`config.mk`:
```
export PLATFORM = sky130hd
export DESIGN_NAME = write_iq
export DESIGN_NICKNAME = d
export VERILOG_FILES = /design/src/rtl/iq_pkg.sv /design/src/rtl/iq_quantize_sat.sv /design/src/rtl/write_iq.sv
export SDC_FILE = /design/constraint.sdc
export NUM_CORES = 1
export LEC_CHECK = 0
export ABC_AREA = 1
export CAP_MARGIN = 20
export CELL_PAD_IN_SITES_DETAIL_PLACEMENT = 1
export CELL_PAD_IN_SITES_GLOBAL_PLACEMENT = 2
export CORE_MARGIN = 3
export CORE_UTILIZATION = 18
export CTS_CLUSTER_SIZE = 28
export DETAILED_ROUTE_END_ITERATION = 10
export PLACE_DENSITY = 0.78
export SLEW_MARGIN = 20
export SYNTH_ARGS = -nofsm -noshare
export SYNTH_HDL_FRONTEND = slang
export SYNTH_SLANG_ARGS = --single-unit
```
`constraint.sdc`:
```
create_clock -name clock -period 1.2 [get_ports clock]
set_clock_uncertainty 0.05 [all_clocks]
set_input_delay 0.24 -clock clock [delete_from_list [all_inputs] [get_ports clock]]
set_output_delay 0.24 -clock clock [all_outputs]
set_load 0.01 [all_outputs]
```
`src/rtl/iq_pkg.sv`:
```
// Shared constants, state encoding and quantizer for the IQ sample path.
// read_iq and write_iq both use these widths so the two directions stay in step.
package iq_pkg;

    localparam int unsigned DATA_WIDTH   = 32;
    localparam int unsigned SAMPLE_WIDTH = 16;
    localparam int unsigned QUANT_BITS   = 10;

    typedef enum logic {
        S_IDLE,
        S_HOLD
    } state_e;

    // Arithmetic shift (rounds toward -inf), then clamp to the signed 16-bit range.
    function automatic logic [SAMPLE_WIDTH-1:0] quantize_sat(input logic [DATA_WIDTH-1:0] sample);
        logic signed [DATA_WIDTH-1:0] shifted;
        logic [DATA_WIDTH-SAMPLE_WIDTH:0] upper;
        shifted = $signed(sample) >>> QUANT_BITS;
        upper   = shifted[DATA_WIDTH-1:SAMPLE_WIDTH-1];
        if (upper == '0 || upper == '1) begin
            return shifted[SAMPLE_WIDTH-1:0];
        end else if (shifted[DATA_WIDTH-1]) begin
            return {1'b1, {(SAMPLE_WIDTH-1){1'b0}}};
        end else begin
            return {1'b0, {(SAMPLE_WIDTH-1){1'b1}}};
        end
    endfunction

endpackage

```
`src/rtl/iq_quantize_sat.sv`:
```
// Combinational quantizer: arithmetic right shift followed by saturation to SAMPLE_WIDTH bits.
module iq_quantize_sat #(
    parameter int unsigned DATA_WIDTH   = 32,
    parameter int unsigned SAMPLE_WIDTH = 16,
    parameter int unsigned QUANT_BITS   = 10
) (
    input  logic [DATA_WIDTH-1:0]   sample,
    output logic [SAMPLE_WIDTH-1:0] quant
);

    logic signed [DATA_WIDTH-1:0]     shifted;
    logic        [DATA_WIDTH-SAMPLE_WIDTH:0] upper;

    always_comb begin
        shifted = $signed(sample) >>> QUANT_BITS;
        // The value fits when every bit from the sign down to the new sign bit agrees.
        upper   = shifted[DATA_WIDTH-1:SAMPLE_WIDTH-1];
        if (upper == '0 || upper == '1) begin
            quant = shifted[SAMPLE_WIDTH-1:0];
        end else if (shifted[DATA_WIDTH-1]) begin
            quant = {1'b1, {(SAMPLE_WIDTH-1){1'b0}}};
        end else begin
            quant = {1'b0, {(SAMPLE_WIDTH-1){1'b1}}};
        end
    end

endmodule

```
`src/rtl/write_iq.sv`:
```
// Output-side IQ packer: pops an I/Q pair, quantizes both to 16 bits and pushes
// {Q16, I16} into the output FIFO through a one-word hold register.
module write_iq #(
    parameter int unsigned DATA_WIDTH   = iq_pkg::DATA_WIDTH,
    parameter int unsigned SAMPLE_WIDTH = iq_pkg::SAMPLE_WIDTH,
    parameter int unsigned QUANT_BITS   = iq_pkg::QUANT_BITS
) (
    input  logic                  clock,
    input  logic                  reset,
    output logic                  inI_rd_en,
    input  logic                  inI_empty,
    input  logic [DATA_WIDTH-1:0] inI_dout,
    output logic                  inQ_rd_en,
    input  logic                  inQ_empty,
    input  logic [DATA_WIDTH-1:0] inQ_dout,
    output logic                  out_wr_en,
    input  logic                  out_full,
    output logic [DATA_WIDTH-1:0] out_din
);

    import iq_pkg::*;

    state_e                  state_q, state_d;
    logic [DATA_WIDTH-1:0]   hold_q, hold_d;
    logic [SAMPLE_WIDTH-1:0] i_quant, q_quant;
    logic [DATA_WIDTH-1:0]   packed_word;
    logic                    pop;

    iq_quantize_sat #(
        .DATA_WIDTH  (DATA_WIDTH),
        .SAMPLE_WIDTH(SAMPLE_WIDTH),
        .QUANT_BITS  (QUANT_BITS)
    ) u_quant_i (
        .sample(inI_dout),
        .quant (i_quant)
    );

    iq_quantize_sat #(
        .DATA_WIDTH  (DATA_WIDTH),
        .SAMPLE_WIDTH(SAMPLE_WIDTH),
        .QUANT_BITS  (QUANT_BITS)
    ) u_quant_q (
        .sample(inQ_dout),
        .quant (q_quant)
    );

    assign packed_word = DATA_WIDTH'({q_quant, i_quant});

    always_comb begin
        // Gated by reset so nothing is popped while the block is held in reset.
        pop = reset && !inI_empty && !inQ_empty &&
              (state_q == S_IDLE || (state_q == S_HOLD && !out_full));

        state_d = state_q;
        hold_d  = hold_q;
        unique case (state_q)
            S_IDLE: begin
                if (pop) begin
                    hold_d  = packed_word;
                    state_d = S_HOLD;
                end
            end
            S_HOLD: begin
                if (!out_full) begin
                    if (pop) begin
                        hold_d = packed_word;
                    end else begin
                        state_d = S_IDLE;
                    end
                end
            end
            default: state_d = S_IDLE;
        endcase

        inI_rd_en = pop;
        inQ_rd_en = pop;
        out_wr_en = (state_q == S_HOLD) && !out_full;
        out_din   = (state_q == S_HOLD) ? hold_q : '0;
    end

    always_ff @(posedge clock or negedge reset) begin
        if (!reset) begin
            state_q <= S_IDLE;
            hold_q  <= '0;
        end else begin
            state_q <= state_d;
            hold_q  <= hold_d;
        end
    end

endmodule

```
After elaboration in Yosys (flattened, before gate mapping)
Index checks and enable logic that the tools add are counted.

Muxes and demuxes: 11. Reductions and logical operators: 12. Bitwise logic cells: 1. Equal/unequal tests: 3.

Operator list (number): two-way mux 32 bit (3); two-way mux 16 bit (4); one-hot mux 32 bit (2 select lines) (1); == test 17 bit (second input constant) (2); zero test 17 bit (2); logical AND 1 bit (4); zero test 1 bit (3); logical OR 1 bit (3); two-way mux 1 bit (2); inequality test 2 bit (second input constant) (1); one-hot mux 1 bit (2 select lines) (1); NOT 1 bit (1).

Register bits: 33. Input port bits: 69. Output and inout bits: 35. Word-level logic and storage cells: 29.

Logic depth before layout (Yosys ltp)
Depth after elaboration: 7. Depth in mapped cells: 9. Depth with buffers taken out: 8.

Hierarchy
A second synthesis with hierarchy kept.

Cells, all modules: 314. Area, all modules: 2109.5 µm².

By module, submodules not included: write_iq (sequential area each 825.8 µm², area each 1681.6 µm², cells an instance 220, times used 1); iq_quantize_sat (sequential area each 0.0 µm², area each 214.0 µm², cells an instance 47, times used 2).

Least setup slack after synthesis
OpenSTA, ideal clock, no wires.

Kind: register -> output. From: register state_q. To: output inQ_rd_en. Arrival time: 1.039 ns. Path slack: -0.129 ns. Cell stages (with the launch flop): 5. Path buffers: 3. Cells stage by stage: dfrtp_1 buf_2 a21oi_4 buf_2 buf_4.

Longest elaborated chain between the ends: 3.

Ends and longest elaborated chain: from (decl) (RTL line write_iq.sv:23) `state_e state_q, state_d;`; from (signal assigned) (RTL line write_iq.sv:86) `state_q <= state_d;`; logical AND 1 bit / NOT 1 bit (equally long branches); logical OR 1 bit * (RTL line write_iq.sv:52) `(state_q == S_IDLE || (state_q == S_HOLD && !out_full));`; logical AND 1 bit * (RTL line write_iq.sv:51) `pop = reset && !inI_empty && !inQ_empty &&`; to (decl) (RTL line write_iq.sv:13) `output logic inQ_rd_en,`.

Every way passes the cells marked *; elsewhere a longest branch is shown, timed or not.

Worst setup path in the final report
Ends and elaborated chain as after synthesis.

==> flow_summary.yaml <==
logic_synthesis:
  post_synth_instance_area_mm2: 0.001948
  synth_warnings: 0
  yosysUniqueCellTypes: 23
  synth-seq-cells: 33
  synth.avg_cell_area_um2: 6.884
  synth_seq_area_share_pct: 42.39
  post_synthesis_instance_total: 283
  synthesis.nets: 352
die:
  io_pins: 104
  initial_utilization_pct: 18.70
  floorplan.die.width_um: 110.0
  floorplan_core_area_mm2: 0.01042
  die-area_mm2: 0.01211
  die_y_um: 110.0
  placementRows: 37
clock_tree:
  clk_pin_slew_ps: 70
  clock-root-buffer: "clkbuf_8"
  clock_latency_ps: 280
  cts_num_sinks: 33
  tritoncts: "yes"
  cts.path.max_buffers: 2
  htree_levels: 2
  cts.hold.buffers_added: 0
  tritoncts.num_buffers: 5
routing:
  wl_per_cell_um: 12.46
  final_antenna_net_count: 0
  wl_mm: 6.689
  dr.pass1.iters: 4
  post-route-drc-count: 0
  drtIter0Drc: 44
  dr_total_vias: 2090
  routed_via_density: 3.892
pwr:
  static-leakage-power_nw: 1.948
  vdd_drop_max_uv: 377.9
  pwr_density_cell_mw_per_mm2: 954.1
timing:
  timing_worst_slew_pin_value_ps: 451.6
  setup_ws_ps: -424.6
  final.min_clock_period_ps: 1625
  finalCritPeriodShare_pct: 135.4
  number_of_hold_violations_in_the_final_report: 21
  rsz0062_at_grt: "true"
  slew_viol_final: 0
  setup_viol: 67
  maxClockFrequency_ghz: 0.6155
  worst_hold_slack_ps: -9.009
  max_slew_margin_pct: 69.90
  setup-tns-final_ps: -22470
layout:
  final_layout_size_suffix_gt1_share_pct: 44.64
  final_design_area_no_fill_mm2: 0.003675
  fin_util_pct: 35.28
  area_growth_syn_to_layout_pct: 88.63
  num-nets-final: 469
  number_of_antenna_diodes: 0
placement:
  detailed_placement_hpwl_mm: 4.507
  placed_area_mm2: 0.003067
  placement.io_buffers: 83
  gp_congestion: 0.6943
grt:
  grt_first_pass_wirelength_mm: 10.58
  first_global_vias: 2187
  grt_antenna_before_repair: 0
  grt_start_max_net_pins: 34
  globalRouteOverflowTotal: 0
  track_usage_pct: 11.19
setup_path:
  critPathCaptureType: "output port"
  critical_path_arrival_ps: 1330
  cp_max_fo: 4
  timing.setup.critical_path_class: "flip-flop to output port"
  worst_setup_path_start_kind: "flip-flop"
  required_ps: 910
run_status:
  outcome: "finished with violations"
  violations: "hold timing, setup timing"
hold_path:
  hold_class: "input pin to asynchronous set/reset pin"
run:
  timing.max_cap.violations: 0
[cell usage in the layout (no fill, tap or decap), drive strengths merged]
cell,n
a21oi,16
clkbuf,8
nand3,2
buf,73
clkdlybuf4s50,47
nor2,30
dfrtp,33
bufbuf,1
nor3,1
inv,41
o21ai,3
nand2,143
clkinv,3
[final cells by class]
type                    instances  area (um^2)
clock buffers                   6        72.57
clock inverters                 2        10.01
fillers                      1246         6741
inverters                      42        170.2
multi-input cells             195         1091
flip-flops and latches         33        827.0
well taps                     136        170.2
repair buffers                123         1334
[per-layer routing]
layer  vias to the layer above  wire length (um)  GRT usage (%)
met5                         -                 0              0
met4                         0                80          2.939
met3                         5               368          2.213
met2                        49              3306          19.37
met1                       973              2933          14.19
li1                       1063                 -              -
[per-stage QoR]
| step | std cells | setup WS, ps | power (mW) |
|---|---|---|---|
| 2_1_floorplan | 283 | -73.91 | 1.828 |
| 3_3_place_gp | 511 | -681.5 | 2.366 |
| 3_5_place_dp | 511 | -755.9 | 2.393 |
| 4_1_cts | 534 | -424.6 | 3.448 |
| 5_1_grt | 537 | -486.3 | 3.766 |
| 6_report | 537 | -424.6 | 3.506 |
[worst max-delay path, cell delays in order, from the launching register on]
cell and delay, ps:
dfrtp_2 430, buf_6 130, buf_6 110, a21oi_4 200, buf_2 170
[power breakdown]
part / leakage [nW] / total [mW] / internal (mW) / switching [mW]
clock network: 0.0450 / 0.818 / 0.402 / 0.416
logic: 1.52 / 1.19 / 0.676 / 0.513
registers: 0.388 / 1.50 / 1.31 / 0.187
total: 1.95 / 3.51 / 2.39 / 1.12
[registers in the layout (all words and copies together), names as in the netlist]
| signal | flops |
|---|---|
| state_q | 1 |
| hold_q | 32 |
[synthesized netlist by cell type (all sizes together)]
| cell type | instances | area share, % |
|---|---|---|
| inv | 41 | 7.9 |
| dfrtp | 33 | 42 |
| nor3 | 1 | 0.26 |
| nand2 | 143 | 29 |
| clkbuf | 1 | 0.19 |
| clkinv | 1 | 0.19 |
| nand3 | 2 | 1.0 |
| o21ai | 3 | 1.5 |
| buf | 12 | 4.0 |
| nor2 | 30 | 6.7 |
| a21oi | 16 | 6.6 |
[final timing paths]
check                               start    endpoint  slack, ps  cells past startpoint
worst min-delay path                reset  hold_q[22]         -9                      2
worst max register to register    state_q  hold_q[26]       -380                      8
max in group asynchronous           reset     state_q        780                      2
worst max-delay path              state_q   inQ_rd_en       -420                      4
min in group clock                  reset     state_q        230                      3
worst min register to register  hold_q[9]   hold_q[9]        460                      2
[repair_timing]
item                                    in CTS  in global routing
gates cloned                                 5                  2
endpoints found under the setup margin      67                 67
hold endpoints to repair                     0                  0
buffers inserted                            10                  3
gates resized for setup                    230                 37
pin swaps                                    5                  4
[logic make-up after synthesis]
kind of cell | synth area share, %
buf+inv | 12.33
flops | 42.39
compound gates | 8.157
simple gates | 37.12
No activity file was read; power rests on OpenSTA's default activity.
